File: config.mk
export PLATFORM = sky130hd
export DESIGN_NAME = apb_alu_master
export DESIGN_NICKNAME = d
export VERILOG_FILES = /design/src/rtl/apb_pkg.sv /design/src/rtl/apb_timeout_counter.sv /design/src/rtl/apb_alu_master.sv
export SDC_FILE = /design/constraint.sdc
export NUM_CORES = 1
export LEC_CHECK = 0
export ABC_AREA = 0
export CAP_MARGIN = 20
export CORE_ASPECT_RATIO = 1.4
export CORE_MARGIN = 4
export CORE_UTILIZATION = 35
export CTS_BUF_LIST = sky130_fd_sc_hd__clkbuf_16
export CTS_CLUSTER_SIZE = 25
export DETAILED_ROUTE_END_ITERATION = 12
export HOLD_SLACK_MARGIN = 0.15
export PLACE_DENSITY_LB_ADDON = 0.25
export SLEW_MARGIN = 5
export SYNTH_ARGS = -nofsm -noshare
export SYNTH_HDL_FRONTEND = slang
export SYNTH_SLANG_ARGS = --single-unit
File: constraint.sdc
create_clock -name PCLK -period 1.8 [get_ports PCLK]
set_clock_uncertainty 0.2 [all_clocks]
set_input_delay 0.18 -clock PCLK [delete_from_list [all_inputs] [get_ports PCLK]]
set_output_delay 0.18 -clock PCLK [all_outputs]
set_load 0.05 [all_outputs]
File: src/rtl/apb_pkg.sv
// Shared types and constants for the APB master bridge and the ALU slave register layout.
package apb_pkg;

  typedef enum logic [1:0] {
    IDLE   = 2'd0,
    SETUP  = 2'd1,
    ACCESS = 2'd2
  } state_e;

  localparam int DATA_W = 32;

  localparam logic [1:0] ALU_OP_ADD = 2'b00;
  localparam logic [1:0] ALU_OP_SUB = 2'b01;
  localparam logic [1:0] ALU_OP_MUL = 2'b10;
  localparam logic [1:0] ALU_OP_XOR = 2'b11;

  // Operand/opcode packing inside PWDATA for the ALU slave
  localparam int ALU_A_LSB  = 0;
  localparam int ALU_A_MSB  = 6;
  localparam int ALU_B_LSB  = 7;
  localparam int ALU_B_MSB  = 13;
  localparam int ALU_OP_LSB = 14;
  localparam int ALU_OP_MSB = 15;

endpackage

File: src/rtl/apb_timeout_counter.sv
// ACCESS-phase wait-state counter; tc_o flags the last permitted wait cycle.
module apb_timeout_counter #(
  parameter int TIMEOUT_CYCLES = 16
) (
  input  logic clk_i,
  input  logic rst_n_i,
  input  logic clear_i,
  input  logic inc_i,
  output logic tc_o
);

  localparam int CNT_W = $clog2(TIMEOUT_CYCLES + 1);

  logic [CNT_W-1:0] cnt_q, cnt_d;

  always_comb begin
    cnt_d = cnt_q;
    if (clear_i)    cnt_d = '0;
    else if (inc_i) cnt_d = cnt_q + 1'b1;
  end

  always_ff @(posedge clk_i) begin
    if (!rst_n_i) cnt_q <= '0;
    else          cnt_q <= cnt_d;
  end

  // Asserted when this stalled cycle would bring the count to TIMEOUT_CYCLES
  assign tc_o = inc_i && (cnt_q == CNT_W'(TIMEOUT_CYCLES - 1));

endmodule

File: src/rtl/apb_alu_master.sv
// Valid/ready to APB bridge with PSEL1/PSEL2 decode on one address bit.
// Optional ACCESS timeout abort is enabled by defining APB_MASTER_TIMEOUT_EN.
module apb_alu_master
  import apb_pkg::*;
#(
  parameter int ADDR_W         = 9,
  parameter int SEL_BIT        = 8,
  parameter int TIMEOUT_CYCLES = 16
) (
  input  logic              PCLK,
  input  logic              PRESETn,
  input  logic              req_valid,
  output logic              req_ready,
  input  logic              req_write,
  input  logic [ADDR_W-1:0] req_addr,
  input  logic [DATA_W-1:0] req_wdata,
  output logic              rsp_valid,
  output logic [DATA_W-1:0] rsp_rdata,
  output logic              rsp_err,
  output logic [ADDR_W-1:0] PADDR,
  output logic              PSEL1,
  output logic              PSEL2,
  output logic              PENABLE,
  output logic              PWRITE,
  output logic [DATA_W-1:0] PWDATA,
  input  logic [DATA_W-1:0] PRDATA,
  input  logic              PREADY
);

  state_e            state_q;
  logic              req_ready_q, rsp_valid_q, psel1_q, psel2_q, penable_q, pwrite_q;
  logic [DATA_W-1:0] rsp_rdata_q, pwdata_q;
  logic [ADDR_W-1:0] paddr_q;

`ifdef APB_MASTER_TIMEOUT_EN
  logic rsp_err_q;
  logic timeout_tc;

  apb_timeout_counter #(.TIMEOUT_CYCLES(TIMEOUT_CYCLES)) u_timeout (
    .clk_i   (PCLK),
    .rst_n_i (PRESETn),
    .clear_i (state_q == SETUP),
    .inc_i   ((state_q == ACCESS) && !PREADY),
    .tc_o    (timeout_tc)
  );

  assign rsp_err = rsp_err_q;
`else
  assign rsp_err = 1'b0;
`endif

  always_ff @(posedge PCLK) begin
    if (!PRESETn) begin
      state_q     <= IDLE;
      req_ready_q <= 1'b0;
      rsp_valid_q <= 1'b0;
      rsp_rdata_q <= '0;
      psel1_q     <= 1'b0;
      psel2_q     <= 1'b0;
      penable_q   <= 1'b0;
      pwrite_q    <= 1'b0;
      pwdata_q    <= '0;
      paddr_q     <= '0;
`ifdef APB_MASTER_TIMEOUT_EN
      rsp_err_q   <= 1'b0;
`endif
    end else begin
      rsp_valid_q <= 1'b0;
      rsp_rdata_q <= '0;
`ifdef APB_MASTER_TIMEOUT_EN
      rsp_err_q   <= 1'b0;
`endif
      case (state_q)
        IDLE: begin
          if (req_valid && req_ready_q) begin
            req_ready_q <= 1'b0;
            pwrite_q    <= req_write;
            paddr_q     <= req_addr;
            pwdata_q    <= req_wdata;
            psel1_q     <= !req_addr[SEL_BIT];
            psel2_q     <= req_addr[SEL_BIT];
            state_q     <= SETUP;
          end else begin
            req_ready_q <= 1'b1;
          end
        end
        SETUP: begin
          penable_q <= 1'b1;
          state_q   <= ACCESS;
        end
        ACCESS: begin
          if (PREADY) begin
            psel1_q     <= 1'b0;
            psel2_q     <= 1'b0;
            penable_q   <= 1'b0;
            rsp_valid_q <= 1'b1;
            rsp_rdata_q <= pwrite_q ? '0 : PRDATA;
            req_ready_q <= 1'b1;
            state_q     <= IDLE;
          end
`ifdef APB_MASTER_TIMEOUT_EN
          else if (timeout_tc) begin
            psel1_q     <= 1'b0;
            psel2_q     <= 1'b0;
            penable_q   <= 1'b0;
            rsp_valid_q <= 1'b1;
            rsp_err_q   <= 1'b1;
            req_ready_q <= 1'b1;
            state_q     <= IDLE;
          end
`endif
        end
        default: state_q <= IDLE;
      endcase
    end
  end

  assign req_ready = req_ready_q;
  assign rsp_valid = rsp_valid_q;
  assign rsp_rdata = rsp_rdata_q;
  assign PADDR     = paddr_q;
  assign PSEL1     = psel1_q;
  assign PSEL2     = psel2_q;
  assign PENABLE   = penable_q;
  assign PWRITE    = pwrite_q;
  assign PWDATA    = pwdata_q;

endmodule

-- Word level (Yosys, flattened, before mapping)
Index checks and enable logic that the tools add are counted.
- register bits after elaboration: 81
- bits in latches: 0
- memory bits (writable): 0
- memory bits (read-only): 0
- input port bits: 78
- output and inout bits: 80
- word-level logic and storage cells: 42
- memories kept: 0
- add/sub/neg operators: 0
- $mul: 0
- divide/modulo/power cells: 0
- magnitude comparators: 0
- equal/unequal tests: 4
- shifts and indexed selects: 0
- mux-type cells: 13
- bitwise logic cells: 3
- reductions and logical operators: 12
- operators by type and width (operator ; count):
    2-bit AND reduction ; 5
    1-bit case mux with 2 select lines ; 4
    1-bit 2-to-1 mux ; 6
    2-bit case mux with 3 select lines ; 1
    2-bit 2-to-1 mux ; 2
    2-bit inequality test (second input constant) ; 2
    2-bit nonzero test ; 2
    4-bit OR reduction ; 1
    1-bit inverter ; 3
    3-bit AND reduction ; 1
    2-bit by 1-bit equality test with 1-bit output (second input constant) ; 1
    2-bit equality test (second input constant) ; 1
    2-bit zero test ; 1
    1-bit logical AND ; 1
    1-bit zero test ; 1

-- Longest topological paths before layout
Gate-level depths: netlist of the first run.
- depth after elaboration: 3
- depth in mapped cells: 5
- gate-level depth less buffers: 3

-- Worst setup path after synthesis of the first run
OpenSTA, ideal clock, no wires.
- path kind: flip-flop to flip-flop
- from: register req_ready_q (netlist: req_ready)
- to: register pwdata_q[25] (netlist: PWDATA[25])
- library setup time: 0.071 ns
- data arrival time: 1.346 ns
- required time: 1.529 ns
- slack: 0.183 ns
- cell stages (with the launch flop): 6
- buffers on the path: 2
- period minus slack after synthesis: 1.617 ns
- cells stage by stage: dfxtp_1 > and4bb_2 > buf_4 > clkbuf_8 > nand2_1 > a21oi_1
- longest elaborated chain between the ends: 2
- ends and longest elaborated chain (what ; RTL line ; RTL):
    from (decl) ; apb_alu_master.sv:31 ; logic req_ready_q, rsp_valid_q, psel1_q, psel2_q, penable_q, pwrite_q;
    from (signal assigned) ; apb_alu_master.sv:55 ; req_ready_q <= 1'b0;
    from (signal assigned) ; apb_alu_master.sv:76 ; req_ready_q <= 1'b0;
    from (signal assigned) ; apb_alu_master.sv:84 ; req_ready_q <= 1'b1;
    1-bit logical AND ; apb_alu_master.sv:75 ; if (req_valid && req_ready_q) begin
    2-bit AND reduction (no line) ; n/a ;
    to (signal assigned) ; apb_alu_master.sv:79 ; pwdata_q <= req_wdata;
    to (decl) ; apb_alu_master.sv:32 ; logic [DATA_W-1:0] rsp_rdata_q, pwdata_q;
Every way passes these cells.
A chain may end at the register's enable or synchronous reset.

-- Worst setup path in the final report of the first run
- from: register state_q[1]
- to: register pwdata_q[14] (netlist: PWDATA[14])
- longest elaborated chain between the ends: 2
- ends and longest elaborated chain (what ; RTL line ; RTL):
    from (decl) ; apb_alu_master.sv:30 ; state_e state_q;
    from (signal assigned) ; apb_alu_master.sv:54 ; state_q <= IDLE;
    from (signal assigned) ; apb_alu_master.sv:82 ; state_q <= SETUP;
    from (signal assigned) ; apb_alu_master.sv:89 ; state_q <= ACCESS;
    2-bit zero test ; apb_alu_master.sv:73 ; case (state_q)
    2-bit AND reduction (no line) ; n/a ;
Every way passes these cells.

==> run summary, run 1 <==
The flow ran to the end, and the final reports show no timing, DRC or antenna violations. Setup total negative slack on the finished layout was measured at 0 ns. Buffers added to address setup during post-CTS repair amount to 0. Global routing finished with a remaining overflow of 0.

The number of DRC violations after detailed-routing iteration 0 is 72, and the overall die width is 81.3 um. In this run the core area contains 37 standard-cell rows. Before antenna repair, the detailed router went through 4 iterations. At the worst endpoint, the required time is 1.85 ns. The post-route minimum period is 1.42 ns. The post-synthesis instance total was 279. The vertical die dimension came out at 111 um.

The top metal layer carrying routed signals was met4. The netlist area before placement was 2640 um2. The post-route fraction of the period consumed by the critical path was 79.0%.

The tightest min-delay check is of the input pin to flop type. Max-cap violations in this run came to 0. The routed wire length was 6.94 mm; the global-route wire length before repair was 10.5 mm. Traced cell by cell, the critical path runs through and4bb_2 -> buf_12 -> nand2_1 -> a21oi_1. The number of antenna repair diodes was 0. The tools report the capture point of the worst reg-to-reg path as PWDATA[14].

Buffers placed on the I/O ports in this run total 156. Wire segments on met2 add up to 3.44 mm in the final route. The synthesis-to-finish area growth is 67.8%. For the total die area, the log shows 9000 um2. The post-synthesis net count came out at 357.

For the wire length on met3, the log shows 740 um. Setup slack on the worst reg-to-reg path comes out at 0.38 ns. Initial antenna violation count: 0. Across the VDD grid, the largest voltage drop is 0.000648 V. A synthesized cell averages 9.44 um2. The run gives 1.90 nW as the reported leakage power. The congestion estimate from routability-driven global placement came to 0.748. Derived from the worst setup path, the maximum achievable clock frequency is 0.704 GHz. The number of hold buffers added after CTS was 0. Entering global routing, the biggest net connects 48 pins. The tools report the maximum count of clock buffers along a single path as 2. The detailed router put a total of 2.65 mm of wire on met1. For the residual DRC count, the log shows 0. For the worst path setup slack after routing, the log shows 0.379 ns. For this run, the number of Yosys warnings is 0. The average wire per cell in the routed design was 13.0 um. The endpoint of the worst hold path was PWDATA[2]. Sequential elements use 61.5% of the synthesized area. The number of I/O pins is 158. The net count of the finished layout is 510. The tree is rooted in a sky130_fd_sc_hd__clkbuf_16.

The final setup violation count is 0, and the worst endpoint data arrival time is 1.47 ns. Ranked by total cell area, the synthesized netlist is headed by sky130_fd_sc_hd__dfxtp_1 62%, sky130_fd_sc_hd__nand2_1 12%, sky130_fd_sc_hd__a21oi_1 8.4%. After legalization and detailed placement, the total HPWL measured 5.09 mm. In this run, distinct cell masters in the synthesized netlist total 24.

TritonCTS created 9 clock buffers. The clock net in this run drives a total of 81 sinks. In this run the number of H-tree levels came out at 3.

The areal power density over the cells works out to 1060 nW/um2. Cells with a size suffix above 1 make up 23.6% of the layout. TritonCTS built the clock tree. The number of cells traversed by the worst register-to-register path came out at 4. The worst setup path is launched from a flop. The tools report the final hold violation count as 0. STA classifies the critical path endpoint as a flop. The run gives 0 as the number of slew-limit violations in the final report. Leaving out fill and tap cells, the most frequent cells in the layout are 84 x sky130_fd_sc_hd__nand2_1, 81 x sky130_fd_sc_hd__dfxtp_1, 81 x sky130_fd_sc_hd__buf_4.

In this run the worst path has a maximum fanout of 42. In the routed layout, each cell is associated on average with a via count of 4.30. The share of synthesized area in the top cell type comes to 61.5%. The tools report the post-cts repair resize count as 0.

The start of the worst register-to-register path is state_q[1]. Number of global-route vias before repair: 2197. Synthesis inferred 81 register bits.

The number of cells on the worst hold path is 3, and the clock latency on the worst-skew pair is 0.32 ns. The maximum cell stage delay along the critical path is 0.37 ns, and the remaining antenna violation count is 0. For this design, the slowest cell found on the critical path is sky130_fd_sc_hd__dfxtp_1. The tools report the routed via count as 2297. The total core area came out at 7360 um2.

The CTS clock-pin slew for the worst setup and hold paths was 0.06 ns; the global-route total usage across every layer was 15.2%. Setup repair after global routing left no endpoint under its margin. The tools report the initial core utilization as 35.8%. Launch point of the worst hold path: req_wdata[2].

The synthesized design spends more area on one cell type than any other, namely sky130_fd_sc_hd__dfxtp_1. Pre-CTS worst setup slack: 0.130 ns. The worst setup path is of the flop to flop kind.

Leaving out fill and tap cells, the most frequent cell in the layout is sky130_fd_sc_hd__nand2_1.
metal layers:
metal | up-vias | GRT usage [%]
met3 | 6 | 5.12
met5 | - | 0
met1 | 1003 | 15.8
met2 | 100 | 26.2
li1 | 1188 | -
met4 | 0 | 7.89
state kept, by name, summed over array words and instances, names as in the netlist:
| register | flops |
|---|---|
| state_q | 2 |
| PSEL1 | 1 |
| req_ready | 1 |
| PWRITE | 1 |
| PENABLE | 1 |
| PSEL2 | 1 |
| PWDATA | 32 |
| rsp_valid | 1 |
| PADDR | 9 |
| rsp_rdata | 32 |
critical path, delay by kind of cell, from the launching register on:
family	cells	cell delay, ns
flops	1	0.37
simple gates	2	0.42
compound gates	1	0.13
buf+inv	1	0.20
through the flow:
| step | total power [W] | std cells | utilization (%) | hold WS (ns) | instance area [um2] |
|---|---|---|---|---|---|
| 2_1_floorplan | 0.00228 | 279 | - | 0.0846 | 2640 |
| 3_5_place_dp | 0.00256 | 518 | 55.1 | 0.247 | 4060 |
| 5_1_grt | 0.00487 | 534 | 60.1 | 0.199 | 4420 |
| 4_1_cts | 0.00477 | 534 | 60.1 | 0.189 | 4420 |
| 3_3_place_gp | 0.00256 | 518 | 55.1 | 0.242 | 4060 |
| 6_report | 0.00470 | 534 | 60.1 | 0.198 | 4420 |
where the power goes:
group	internal (W)	switching (W)	total [W]
Clock	0.00150	0.000690	0.00219
Sequential	0.00185	0.0000328	0.00189
Combinational	0.000276	0.000353	0.000629
synth_stat cells:
master                      number
sky130_fd_sc_hd__a21oi_1        44
sky130_fd_sc_hd__and2_1         32
sky130_fd_sc_hd__and2b_1         1
sky130_fd_sc_hd__and4bb_2        1
sky130_fd_sc_hd__buf_2           1
sky130_fd_sc_hd__buf_4           3
sky130_fd_sc_hd__buf_6           5
sky130_fd_sc_hd__clkbuf_1        5
sky130_fd_sc_hd__clkbuf_2        3
sky130_fd_sc_hd__clkbuf_8        2
sky130_fd_sc_hd__conb_1          1
sky130_fd_sc_hd__dfxtp_1        81
sky130_fd_sc_hd__inv_1           2
sky130_fd_sc_hd__nand2_1        84
sky130_fd_sc_hd__nand3_1         1
sky130_fd_sc_hd__nand3b_4        1
sky130_fd_sc_hd__nand4_1         1
sky130_fd_sc_hd__nand4bb_1       1
sky130_fd_sc_hd__nor2_1          5
sky130_fd_sc_hd__nor3_2          1
sky130_fd_sc_hd__nor3b_1         1
sky130_fd_sc_hd__o211a_1         1
sky130_fd_sc_hd__o21ai_0         1
sky130_fd_sc_hd__o31ai_1         1
area by class of cell:
cell class	instances	area [um2]
clock inverters	7	141
fillers	640	2940
multi-input cells	177	866
flip-flops and latches	81	1620
clock buffers	9	225
repair buffers	161	1440
well taps	97	121
inverters	2	7.51
worst max path at each step:
stage               slack (ns)         end        from
floorplan                 0.18  PWDATA[25]   req_ready
global placement          0.17    PADDR[8]   req_valid
detailed placement        0.13  PWDATA[14]   req_valid
CTS                       0.36  PWDATA[14]  state_q[1]
global route              0.30   PWDATA[4]  state_q[1]
finish                    0.38  PWDATA[14]  state_q[1]
cells by family after synthesis:
logic type | after synthesis | synth area share, %
AOI/OAI and AO/OA | 47 | 9.21
buffers and inverters | 21 | 5.79
DFF | 81 | 61.5
other | 1 | 0.142
and+or+nand+nor | 129 | 23.3
No activity file was read; power rests on OpenSTA's default activity.
==> run 2: changes to the inputs <==
Clock period 1.8 ns to 1.5 ns, I/O delays scaled along.
==> run summary, run 2 (same netlist as run 1, synthesis figures left out) <==
The logs give 0 (unchanged) for the number of antenna repair diodes and 4 (unchanged) for the length of the first detailed-routing pass in iterations. The overall die width works out to 81.3 um (unchanged). The worst slew margin relative to its limit was 66.4%. STA classifies the critical path endpoint as a flop.

Leaving out fill and tap cells, the most frequent cell in the layout is sky130_fd_sc_hd__nand2_1. The number of global-route vias before repair was 2405 (+9.5%). The net count of the finished layout is 515 (+0.98%), and the final setup violation count is 0 (unchanged). The logs give 2 (unchanged) for the maximum count of clock buffers along a single path and 2.11 nW (+11%) for the reported leakage power. The total area of sequential cells is 1630 um2 (+0.23%). The actual transition at the worst max-transition pin was 0.503 ns; the required time at the worst-slack endpoint was 1.55 ns (-0.30 ns). The final cell count without fillers is 539 (+0.94%), and the total placed cells including tap cells is 521 (+0.58%). The synthesis-to-finish area growth was 106%. The average wire per cell in the routed design is 15.3 um (+18%), and the number of I/O pins is 158 (unchanged). The number of slew-limit violations in the final report was 0 (unchanged); the remaining global-route overflow was 0 (unchanged). TritonCTS built the clock tree. Setup repair after global routing left no endpoint under its margin.

For the total clock buffers created by CTS, the log shows 9 (unchanged). The worst setup path is launched from a flop. The tools report the post-CTS repair timing setup buffer count as 0 (unchanged).

The routability congestion estimate from global placement was 0.714 (-4.7%); the largest fanout of any net on the critical path was 11 (-74%). The tools report the number of clock sinks as 81 (unchanged). The areal power density over the cells was 980 nW/um2 (-7.9%); the post-route minimum period was 1.43 ns (+0.00627 ns). The class of the most critical hold timing path is input pin to flop.

In the layout the commonest cells are 84 x sky130_fd_sc_hd__nand2_1, 82 x sky130_fd_sc_hd__buf_12, 78 x sky130_fd_sc_hd__dfxtp_1. The total area of multi-input combinational cells is 873 um2 (+0.87%). Cell with the largest stage delay on the worst path: sky130_fd_sc_hd__and4bb_4.

The worst endpoint data arrival time is 1.48 ns (about the same). Tracing the worst setup path back leads to its startpoint at state_q[0]. The ratio of cells with drive above 1 in the final layout is 25.6% (+2.0 points), and the global-route wire length before repair is 12.5 mm (+19%). The vertical die dimension came out at 111 um (unchanged).

For the final hold violation count, the log shows 0 (unchanged). The flow ran to the end, and the final reports show no timing, DRC or antenna violations. The clock latency on the worst-skew pair is 0.32 ns (about the same). The CTS clock-pin slew for the worst setup and hold paths works out to 0.06 ns (about the same). The HPWL after detailed placement is 5.97 mm (+17%), and the global-route total usage across every layer is 18.2% (+3.0 points).

The number of DRC violations after detailed-routing iteration 0 is 90 (+25%), and the total core area is 7360 um2 (unchanged). The logs give 2393 (+4.2%) for the routed via count and 35.8% (unchanged) for the initial core utilization. The register-to-register path setup slack was 0.07 ns (-0.31 ns). Initial antenna violation count: 0 (unchanged).

The average via count per standard cell works out to 4.44 (+3.2%). The number of placement rows is 37 (unchanged). The critical path goes through and4bb_4 -> buf_12 -> nand2_1 -> a21oi_2.

The maximum cell stage delay along the critical path was 0.42 ns (+0.05 ns); the maximum clock frequency was 0.700 GHz (-0.44%). The post-route fraction of the period consumed by the critical path is 95.2% (+16 points), and the maximum level of the CTS H-tree is 3 (unchanged). The number of hold buffers added after CTS came out at 0 (unchanged).

For the count of filler cells inserted in the layout, the log shows 503 (-21%). The launch point of the worst hold path was req_wdata[12]. The count of input and output buffers was 156 (unchanged); the maximum VDD drop was 0.000765 V (+18%).

The routed wire length is 8.26 mm (+19%), and the residual DRC count is 0 (unchanged). Largest net degree at the start of global routing: 49 (+2.1%). In this run the critical register-to-register path is launched from state_q[0]. The critical path class was flop to flop. The number of violations of the max-capacitance limit came out at 0 (unchanged). The remaining antenna violation count was 0 (unchanged); the final hold slack was 0.170 ns (-0.0284 ns). In this run the clock root is driven by a sky130_fd_sc_hd__clkbuf_16.

For the total die area, the log shows 9000 um2 (unchanged).
==> run 2: area by class of cell <==
class | count | share of cell area [%]
repair buffers | 166 | 46.2
multi-input cells | 177 | 16.1
inverters | 2 | 0.139
flip-flops and latches | 81 | 30.0
clock buffers | 9 | 4.16
well taps | 97 | 2.24
clock inverters | 7 | 1.11
==> run 2: repair_timing <==
item / CTS / global route
pin swaps: 1 / 1
endpoints found under the hold margin: 0 / 0
gates cloned: 1 / 1
gates resized for setup: 2 / 3
setup endpoints to repair: 1 / 22
==> run 2: worst paths after layout <==
check	endpoint	depth (start not counted)
setup / recovery	PADDR[3]	4
setup reg to reg	PADDR[3]	4
hold / removal	PWDATA[12]	3
hold reg to reg	PWDATA[31]	2
==> run 2: routing by layer <==
| metal | global-route usage, % | vias to the layer above | part of all wire, % |
|---|---|---|---|
| met5 | 0 | - | 0 |
| met4 | 7.10 | 0 | 1.2 |
| met3 | 5.85 | 8 | 10 |
| met2 | 32.8 | 110 | 53 |
| met1 | 18.7 | 1075 | 36 |
| li1 | - | 1200 | - |
==> run 2: critical path, delay by kind of cell (launching register included) <==
kind | cells | cell delay, ns
AOI/OAI and AO/OA | 1 | 0.15
buffers and inverters | 1 | 0.16
DFF | 1 | 0.34
and+or+nand+nor | 2 | 0.49
==> run 2: report_power, final <==
group	switching, W	leakage (nW)	internal [W]
clock	0.000891	0.131	0.00115
sequential	0.0000791	0.658	0.00223
combinational	0.000444	1.32	0.000521
total	0.00141	2.11	0.00389
==> run 2: metrics by stage <==
step / area (um2) / setup slack, ns / setup TNS, ns / total power [W] / util [%]
after detailed placement: 5070 / -0.151 / -7.75 / 0.00329 / 68.8
after global placement: 5070 / -0.109 / -5.28 / 0.00328 / 68.8
after global routing: 5420 / 0.0190 / 0 / 0.00549 / 73.6
after floorplan: 2640 / 0.0684 / 0 / 0.00273 / -
final: 5420 / 0.0724 / 0 / 0.00531 / 73.6
after CTS: 5390 / -0.0123 / -0.124 / 0.00536 / 73.2
==> RTL change: new RTL, flow settings as in run 2 <==
Build with the macro `APB_MASTER_TIMEOUT_EN` defined.
--- a/src/rtl/apb_alu_master.sv
+++ b/src/rtl/apb_alu_master.sv
@@ -1,5 +1,7 @@
 // Valid/ready to APB bridge with PSEL1/PSEL2 decode on one address bit.
 // Optional ACCESS timeout abort is enabled by defining APB_MASTER_TIMEOUT_EN.
+`define APB_MASTER_TIMEOUT_EN
+
 module apb_alu_master
   import apb_pkg::*;
 #(
Check against the original RTL: same outputs for any inputs over 10 cycles, from zero or initial values and one cycle with PRESETn low; that may be too few to reach the edited logic, so the function may still have changed.
==> RTL change against run 2 <==
The run now ends with negative setup slack left; sequential cell count increased by 6; total power increased by 8.2%; sequential power increased by 7%; clock power increased by 13%; synthesized area increased by 11%; routed wire length increased by 9.2%; setup slack got worse by 81 ps; final area increased by 8.6%; largest cell class unchanged; largest power group unchanged; highest routed layer unchanged.
==> RTL change: results (changes against run 2) <==
- The post-cts repair resize count is 3 (was 2).
- The core area came to 8150 um^2 (was 7360 um^2).
- The layout inverter count without the clock tree came to 3 (was 2).
- The count of vias placed by the detailed router is 2727 (was 2393).
- The slack of the critical path was -9.06 ps (was 72.4 ps).
- The worst reg-to-reg path cell count is 6 (was 4).
- The clock network fraction of total power is 40.0% (was 38.4%).
- The post-synthesis share of cell area spent on full adders, half adders and majority gates was 0.858% (was 0%).
- The sequential element share of the synthesized area came to 59.7% (was 61.5%).
- The total negative slack for setup checks is -9.06 ps (was 0 ps).
- The final routed wirelength across all metal layers is 9020 um (was 8260 um).
- The post-synthesis mux area share is 0.686% (was 0%).
- The clock latency reported for the late side of the worst-skew pair is 340 ps (was 320 ps).
- The final setup violation count is 1 (was 0).
- The number of buffers added on ports was 157 (was 156).
- Run status: finished with violations (was complete, no violations).
- The final reports fail on negative setup slack.
- The DRC violation total after the first TritonRoute iteration is 131 (was 90).
- Most common library cells after synthesis: sky130_fd_sc_hd__nand2_1 (88), sky130_fd_sc_hd__dfxtp_1 (87), sky130_fd_sc_hd__a21oi_1 (46) (was sky130_fd_sc_hd__nand2_1 (84), sky130_fd_sc_hd__dfxtp_1 (81), sky130_fd_sc_hd__a21oi_1 (44)).
- The power in combinational cells came to 979 uW (was 965 uW).
- The worst slack after detailed placement is -161 ps (was -151 ps).
- The launching point of the worst reg2reg path is u_timeout.cnt_q[0] (was state_q[0]).
- The post-synth net total was 399 (was 357).
- The portion of the layout cell area used by clock cells is 5.19% (was 5.27%).
- The sequential cell count of the final layout is 87 (was 81).
- The met1 routing resource usage after global routing is 19.3% (was 18.7%).
- The endpoint of the worst-slack reg-to-reg timing path is u_timeout.cnt_q[4] (was PADDR[3]).
- The delay contributed by the slowest stage of the critical path is 340 ps (was 420 ps).
- The layout buffer count excluding clock buffers is 179 (was 166).
- The highest net fanout along the worst path is 2 (was 11).
- The met3 usage in global routing was 4.34% (was 5.85%).
- The share of cells above drive strength 1 is 26.8% (was 25.6%).
- The register cell area after layout is 1750 um^2 (was 1630 um^2).
==> RTL change: changes by cell type after synthesis, moves of 3 or more <==
cell,delta
sky130_fd_sc_hd__nor2_1,+3
sky130_fd_sc_hd__dfxtp_1,+6
sky130_fd_sc_hd__nand2_1,+4
sky130_fd_sc_hd__buf_6,-5
sky130_fd_sc_hd__clkbuf_1,+4
sky130_fd_sc_hd__buf_2,+3
==> RTL change: how the worst max path moves through the flow <==
stage	slack (ps)	cells past startpoint	end
CTS	-2	6	req_ready
floorplan	-1	6	req_ready
global placement	-110	5	rsp_rdata[28]
finish	-9	6	u_timeout.cnt_q[4]
global route	-30	6	req_ready
detailed placement	-160	5	PWDATA[1]
==> RTL change: layer usage <==
metal / part of all wire [%] / vias up
met2: 57 / 80
met3: 5.1 / 16
met4: 2.6 / 0
li1: - / 1374
met5: 0 / -
met1: 35 / 1257
